===== config.mk =====
export PLATFORM = sky130hd
export DESIGN_NAME = onehot_note_driver
export DESIGN_NICKNAME = d
export VERILOG_FILES = /design/src/rtl/sinfonia_pkg.sv /design/src/rtl/onehot_note_driver_hold_timer.sv /design/src/rtl/onehot_note_driver.sv
export SDC_FILE = /design/constraint.sdc
export NUM_CORES = 1
export LEC_CHECK = 0
export BUFFER_PORTS_ARGS = -buffer_cell sky130_fd_sc_hd__buf_4
export CORE_ASPECT_RATIO = 1.1
export CORE_MARGIN = 10
export CORE_UTILIZATION = 50
export CTS_CLUSTER_DIAMETER = 40
export DETAILED_ROUTE_END_ITERATION = 8
export PLACE_DENSITY = 0.8
export SYNTH_ARGS = -nofsm -noshare
export SYNTH_HDL_FRONTEND = slang
export SYNTH_SLANG_ARGS = --single-unit
export TNS_END_PERCENT = 50

===== constraint.sdc =====
create_clock -name clk -period 7.3 [get_ports clk]
set_clock_uncertainty 0.2 [all_clocks]
set_input_delay 1.095 -clock clk [delete_from_list [all_inputs] [get_ports clk]]
set_output_delay 1.095 -clock clk [all_outputs]
set_load 0.05 [all_outputs]

===== src/rtl/sinfonia_pkg.sv =====
// Shared note/channel constants, FSM states and the code-to-line helper.
// Also used by the 8-to-3 input-side encoder.
package sinfonia_pkg;

  localparam int unsigned NOTE_W     = 3;
  localparam int unsigned NOTE_LINES = 8;

  typedef enum logic [1:0] {
    IDLE = 2'd0,
    HOLD = 2'd1,
    GAP  = 2'd2
  } state_e;

  function automatic logic [NOTE_LINES-1:0] onehot_of(
    input logic [NOTE_W-1:0] code
  );
    logic [NOTE_LINES-1:0] v;
    v       = '0;
    v[code] = 1'b1;
    return v;
  endfunction

endpackage


===== src/rtl/onehot_note_driver_hold_timer.sv =====
// hold_timer: loadable down-counter that stops at zero and flags it.
// Load wins over decrement.
module hold_timer
  import sinfonia_pkg::*;
#(
  parameter int unsigned CNT_W = 24
) (
  input  logic             clk,
  input  logic             rst_n,
  input  logic             load_i,
  input  logic [CNT_W-1:0] load_val_i,
  input  logic             en_i,
  output logic             zero_o
);

  logic [CNT_W-1:0] cnt_q;
  logic [CNT_W-1:0] cnt_d;

  always_comb begin
    cnt_d = cnt_q;
    priority case (1'b1)
      load_i:                 cnt_d = load_val_i;
      en_i && (cnt_q != '0):  cnt_d = cnt_q - 1'b1;
      default:                cnt_d = cnt_q;
    endcase
  end

  always_ff @(posedge clk) begin
    if (!rst_n) cnt_q <= '0;
    else        cnt_q <= cnt_d;
  end

  assign zero_o = (cnt_q == '0);

endmodule


===== src/rtl/onehot_note_driver.sv =====
// Sequential 3-to-8 one-hot driver with a one-deep code buffer.
// Define ONEHOT_GAP_EN for a one-cycle blank between back-to-back codes.
module onehot_note_driver
  import sinfonia_pkg::*;
#(
  parameter int unsigned HOLD_CYCLES = 1000,
  parameter int unsigned CNT_W       = 24
) (
  input  logic                  clk,
  input  logic                  rst_n,
  input  logic [NOTE_W-1:0]     code_in,
  input  logic                  code_valid,
  output logic                  code_ready,
  output logic [NOTE_LINES-1:0] onehot_out,
  output logic                  active,
  output logic                  done
);

  localparam logic [CNT_W-1:0] RELOAD = CNT_W'(HOLD_CYCLES - 1);

  state_e                  state_q;
  logic [NOTE_LINES-1:0]   onehot_q;
  logic                    active_q;
  logic                    pend_vld_q;
  logic [NOTE_W-1:0]       pend_code_q;

  logic xfer;
  logic expire;
  logic cnt_zero;
  logic t_load;
  logic t_en;

  assign code_ready = ~pend_vld_q;
  assign xfer       = code_valid & code_ready;
  assign expire     = (state_q == HOLD) & cnt_zero;

  always_comb begin
    t_load = 1'b0;
    t_en   = 1'b0;
    unique case (state_q)
      IDLE: t_load = xfer;
      HOLD: begin
        t_en = ~cnt_zero;
`ifdef ONEHOT_GAP_EN
        t_load = 1'b0;
`else
        t_load = cnt_zero & (pend_vld_q | xfer);
`endif
      end
      GAP:  t_load = 1'b1;
      default: begin
        t_load = 1'b0;
        t_en   = 1'b0;
      end
    endcase
  end

  hold_timer #(
    .CNT_W(CNT_W)
  ) u_timer (
    .clk       (clk),
    .rst_n     (rst_n),
    .load_i    (t_load),
    .load_val_i(RELOAD),
    .en_i      (t_en),
    .zero_o    (cnt_zero)
  );

  always_ff @(posedge clk) begin
    if (!rst_n) begin
      state_q     <= IDLE;
      onehot_q    <= '0;
      active_q    <= 1'b0;
      pend_vld_q  <= 1'b0;
      pend_code_q <= '0;
    end else begin
      unique case (state_q)
        IDLE: begin
          if (xfer) begin
            onehot_q <= onehot_of(code_in);
            active_q <= 1'b1;
            state_q  <= HOLD;
          end
        end
        HOLD: begin
          if (!cnt_zero) begin
            if (xfer) begin
              pend_vld_q  <= 1'b1;
              pend_code_q <= code_in;
            end
          end else if (pend_vld_q) begin
`ifdef ONEHOT_GAP_EN
            onehot_q <= '0;
            active_q <= 1'b0;
            state_q  <= GAP;
`else
            onehot_q   <= onehot_of(pend_code_q);
            pend_vld_q <= 1'b0;
`endif
          end else if (xfer) begin
`ifdef ONEHOT_GAP_EN
            // The bypassed code parks in the slot for the blank cycle.
            pend_vld_q  <= 1'b1;
            pend_code_q <= code_in;
            onehot_q    <= '0;
            active_q    <= 1'b0;
            state_q     <= GAP;
`else
            onehot_q <= onehot_of(code_in);
`endif
          end else begin
            onehot_q <= '0;
            active_q <= 1'b0;
            state_q  <= IDLE;
          end
        end
        GAP: begin
          onehot_q   <= onehot_of(pend_code_q);
          active_q   <= 1'b1;
          pend_vld_q <= 1'b0;
          state_q    <= HOLD;
        end
        default: begin
          onehot_q <= '0;
          active_q <= 1'b0;
          state_q  <= IDLE;
        end
      endcase
    end
  end

  assign onehot_out = onehot_q;
  assign active     = active_q;
  assign done       = expire;

endmodule


* Yosys cells after proc, flatten, opt, wreduce, memory -nomap -nowiden
Index checks and enable logic that the tools add are counted.
Word-level totals: flip-flop bits (word level) 39, input port bits 6, output and inout port bits 11, word-level logic and storage cells 64
Cells by class: add/subtract/negate cells 1, $lt $le $gt $ge 4, equality and inequality tests 7, mux-type cells 25, bitwise operators 7, reduce and logical (&&, ||, !) cells 13
Operator list (number):
- 8-bit two-way mux | 4
- 24-bit zero test | 1
- 8-bit case mux with 3 select lines | 1
- 24-bit nonzero test | 1
- 24-bit by 1-bit subtractor with 24-bit output, second input constant | 1
- 10-bit two-way mux | 2
- 3-bit by 4-bit less-than comparator with 1-bit output, second input constant | 2
- 1-bit two-way mux | 8
- 2-bit two-way mux | 4
- 2-bit != test, second input constant | 4
- 1-bit demux with 3-bit select | 2
- 3-bit by 1-bit >= comparator with 1-bit output, second input constant | 2
- 1-bit case mux with 3 select lines | 2
- 2-bit case mux with 3 select lines | 1
- 2-bit AND reduction | 2
- 4-bit AND reduction | 1
- 2-bit nonzero test | 2
- 1-bit bitwise AND | 3
- 1-bit logical AND | 3
- 3-bit != test, second input constant | 1
- 1-bit inverter | 3
- 3-bit AND reduction | 1
- 2-bit by 1-bit equality test with 1-bit output, second input constant | 1
- 2-bit equality test, second input constant | 1
- 4 further kinds | 4

* Logic depth before layout (Yosys ltp)
depth in word-level cells 8, depth in mapped cells 8, depth with buffers taken out 7

* Cells and area by module
Synthesis repeated with hierarchy kept, for this count alone.
Second synthesis, totals: cell total of the unflattened synthesis 255, area total of the unflattened synthesis 2203.4 sq um
By module, submodules not included:
- hold_timer | instances 1, cells each 174, area an instance 1465.2 sq um, seq. area each 480.5 sq um
- onehot_note_driver | instances 1, cells each 81, area an instance 738.2 sq um, seq. area each 260.2 sq um

* Worst setup path before layout
No wires, ideal clock.
kind reg-to-output, start point register u_timer.cnt_q[12], end point output done, arrival 2653 ps, required time 6005 ps, slack 3352 ps, stages on the path, launching flop included 5, buffers on the path 1, path through dfxtp_1 -> or4_4 -> or4_1 -> buf_6 -> nor3_1
On the way: cells in the longest elaborated chain, start to end 2
RTL lines:
- from (decl) | RTL line onehot_note_driver_hold_timer.sv:16 | logic [CNT_W-1:0] cnt_q;
- from (signal assigned) | RTL line onehot_note_driver_hold_timer.sv:30 | else cnt_q <= cnt_d;
- 24-bit zero test | RTL line onehot_note_driver_hold_timer.sv:33 | assign zero_o = (cnt_q == '0);
- 1-bit bitwise AND | RTL line onehot_note_driver.sv:35 | assign expire = (state_q == HOLD) & cnt_zero;
- to (decl) | RTL line onehot_note_driver.sv:16 | output logic done
No other way between the ends.

* Final worst setup path
start point register u_timer.cnt_q[18], end point output done
Same word-level chain as after synthesis.

==> parameters.txt <==
Parameter                              Value

Floorplan
  Number of core rows    23
  Die span in x    78.8 um
  Die extent in y    84.7 um
  I/O pin count    17
  Die outline area    0.00668 mm2
  Starting Density    0.521
  Core ar.    0.00365 mm2

Drt
  Detailed-route wire length    4160 um
  Total via count in the routed design    1643
  Initial DRT Pass Iterations    4
  ANT nets after route    0
  Number of DRC markers in iteration 0    163
  Mean number of vias per cell    5.79
  DR WL/cell    14.7 um
  Drt drc    0

Clocking
  CTS max path bufs    2
  TritonCTS Buffers    5
  Setup Fix Bufs, Post-CTS    0
  Number of levels in the clock H-tree    2
  Clock net sink count    37
  Clk pin slew, worst setup/hold paths    0.07 ns
  Root Driver    sky130_fd_sc_hd__clkbuf_8
  Count of hold buffers inserted by post-cts repair    0
  Clock insertion delay at the later pin of the skew report    0.29 ns
  CTS tree    done
  Count of instances resized after the clock tree is built    0

Place
  Number of buffer cells added on primary ports    16
  Detailed placer's ending HPWL    2980 um
  Worst slack, placed    3.86 ns
  DP Area    0.00204 mm2
  RD Place Congestion    0.878

STA
  F_max    262 MHz
  RSZ-0062 raised after global routing    false
  Final critical delay including setup and external delays    3.81 ns
  Max-slew violations    0
  Tcrit/Tclk final    0.522
  Number of hold violations in the final report    0
  Max-Slew Margin vs Limit    0.324
  Final Setup Violations    0
  Slew at the pin closest to its max-slew limit    1.00 ns
  Setup ws final    3.49 ns
  Sum of negative setup slack    0 ns

Pwr
  PnR Total Power    550 uW
  Part of the total power dissipated in combinational logic    0.238
  Psw    174 uW
  Static power due to leakage    0.000900 uW
  Total power divided by cell area    255 mW/mm2
  Internal power consumption    376 uW
  Switching fraction of total power    0.317
  Fraction of power consumed by sequential logic    0.426
  Maximum resistive drop on vdd    0.159 mV
  Clock power frac    0.337

Worst setup path
  Data arrival time of the critical path    2.52 ns
  Crit end category    output pin
  Worst setup path startpoint    u_timer.cnt_q[18]$_SDFFE_PP0P_
  Critical Path RT    6.00 ns
  Sort of element at the start of the critical path    flop
  Maximum fanout encountered on the critical timing path    13
  Critical path class    flop to output pin
  Critical R2R Launch    u_timer.cnt_q[18]$_SDFFE_PP0P_

Synthesis
  Leading cell types by total area after synthesis    sky130_fd_sc_hd__dfxtp_1 39%, sky130_fd_sc_hd__nand2_1 5.7%, sky130_fd_sc_hd__xor2_1 5.1%
  Share of synthesized cell area in full adder, half adder and majority cells    0.00657
  Share of synthesized area occupied by flip-flops and latches    0.389
  Library cell with the highest instance count after synthesis    sky130_fd_sc_hd__dfxtp_1
  Post-synthesis sequential element count    37
  Top_reg_cell synth    sky130_fd_sc_hd__dfxtp_1
  Biggest area consumer among synthesized cells    sky130_fd_sc_hd__dfxtp_1
  Largest family of logic cells by synthesized area    simple AND/OR/NAND/NOR gates
  Synthesis warning total    0
  Synthesized Nets    227
  Share of the synthesized area in the top cell type    0.389
  Compound-cell area share of the yosys netlist    0.205
  Number of distinct library cells after synthesis    45
  Simple-Gate Fraction of Synth Area    0.271
  Proportion of register bits with asynchronous set or reset after synthesis    0
  Multiplexer area fraction after synthesis    0.0237
  Number of enable flip-flop cells after synthesis    0
  Post-Syn Area    0.00190 mm2
  Syn Area/Cell    8.66 um2
  Number of instances in the synthesized netlist    220
  Xor and xnor fraction of the mapped netlist area    0.0690
  Most instantiated cells after synthesis    37 x sky130_fd_sc_hd__dfxtp_1, 29 x sky130_fd_sc_hd__nand2_1, 24 x sky130_fd_sc_hd__nor2_1, 11 x sky130_fd_sc_hd__xor2_1, 8 x sky130_fd_sc_hd__o211a_1

Cells and area
  Area used by multi-input combinational logic    0.00110 mm2
  Final #Nets    240
  Antenna diode count    0
  Fillers    335
  Final instance area    0.00215 mm2
  Utilization of the core after routing    0.590
  Area growth syn-to-layout    13.1%
  Layout cell share with drive strength beyond 1    0.145
  Storage element area    741 um2

Global routing
  Final global-route overflow total    0
  Pin count of the biggest net entering global routing    31
  Vias in the first global route    1626
  Number of antenna violations at the first check in global routing    0
  Overall track demand over capacity in global routing    0.132
  Global-route wire length before repair    7300 um

Run
  Max Cap Viol    0

Worst hold path
  Worst hold path type    flop to flop
  Hold path startpoint    pend_code_q[0]$_SDFFE_PN0P_

Outcome
  Outcome    completed
-- power groups by stage --
stage | clock, uW | combinational [uW] | sequential [uW]
finish | 185 | 131 | 234
global route | 196 | 143 | 237
CTS | 188 | 131 | 234
detailed placement | 0 | 130 | 238
global placement | 0 | 129 | 237
floorplan | 0 | 88.5 | 252
-- worst paths after layout --
kind,to,cells after the start,slack [ns]
setup / recovery,done,4,3.49
hold / removal,pend_code_q[0]$_SDFFE_PN0P_,2,0.29
setup reg to reg,u_timer.cnt_q[12]$_SDFFE_PP0P_,5,4.31
hold reg to reg,pend_code_q[0]$_SDFFE_PN0P_,2,0.29
-- final cells by class --
cell class,instances,area share
repair buffers,16,0.0557
inverters,5,0.00871
flip-flops and latches,37,0.344
clock inverters,1,0.0139
well taps,50,0.0290
multi-input cells,168,0.509
clock buffers,7,0.0401
-- sequential cells by signal, summed over array words and instances, names as in the netlist --
signal / flops
state_q: 1
pend_code_q: 3
onehot_out: 8
pend_vld_q: 1
u_timer.cnt_q: 24
-- per-stage QoR --
stage	hold WS [ns]	std cells
final	0.286	284
after global routing	0.319	284
after CTS	0.286	284
after detailed placement	0.275	276
after global placement	0.259	276
after floorplan	0.245	220
-- worst max-delay path, cell delays in order (launching register included) --
cell	delay, ns
sky130_fd_sc_hd__dfxtp_1	0.35
sky130_fd_sc_hd__nor4_1	0.54
sky130_fd_sc_hd__nand4_1	0.64
sky130_fd_sc_hd__nor3_1	0.43
sky130_fd_sc_hd__buf_4	0.26
-- metal layers --
layer | track usage | share of wire
met5 | 0 | 0
met1 | 0.151 | 0.47
met2 | 0.220 | 0.46
met4 | 0.0489 | 0.012
met3 | 0.0448 | 0.054
-- cells by family (layout without fill, tap and decap cells) --
logic type,count (synthesis),count (layout)
and+or+nand+nor,102,102
xor gates and xnor gates,15,15
buffers and inverters,15,29
muxes,4,4
AOI/OAI and AO/OA,46,46
DFF,37,37
adders and majority gates,1,1
-- cell usage in the layout, fill, tap and decap left out, types with 2 or more instances in the layout --
cell	count
sky130_fd_sc_hd__a21oi_1	5
sky130_fd_sc_hd__a22oi_1	5
sky130_fd_sc_hd__a32oi_1	3
sky130_fd_sc_hd__buf_4	16
sky130_fd_sc_hd__clkbuf_8	6
sky130_fd_sc_hd__dfxtp_1	37
sky130_fd_sc_hd__inv_1	5
sky130_fd_sc_hd__mux2i_1	3
sky130_fd_sc_hd__nand2_1	29
sky130_fd_sc_hd__nand3_1	6
sky130_fd_sc_hd__nand4_1	5
sky130_fd_sc_hd__nand4b_1	3
sky130_fd_sc_hd__nor2_1	24
sky130_fd_sc_hd__nor2b_1	6
sky130_fd_sc_hd__nor3_1	5
sky130_fd_sc_hd__nor3b_1	2
sky130_fd_sc_hd__nor4_1	5
sky130_fd_sc_hd__o211a_1	8
sky130_fd_sc_hd__o211ai_1	5
sky130_fd_sc_hd__o21ai_0	3
sky130_fd_sc_hd__o221ai_1	2
sky130_fd_sc_hd__o311a_1	6
sky130_fd_sc_hd__or2_2	4
sky130_fd_sc_hd__or3_1	4
sky130_fd_sc_hd__or4_1	3
sky130_fd_sc_hd__xnor2_1	4
sky130_fd_sc_hd__xor2_1	11
(Power assumes the default switching activity.)
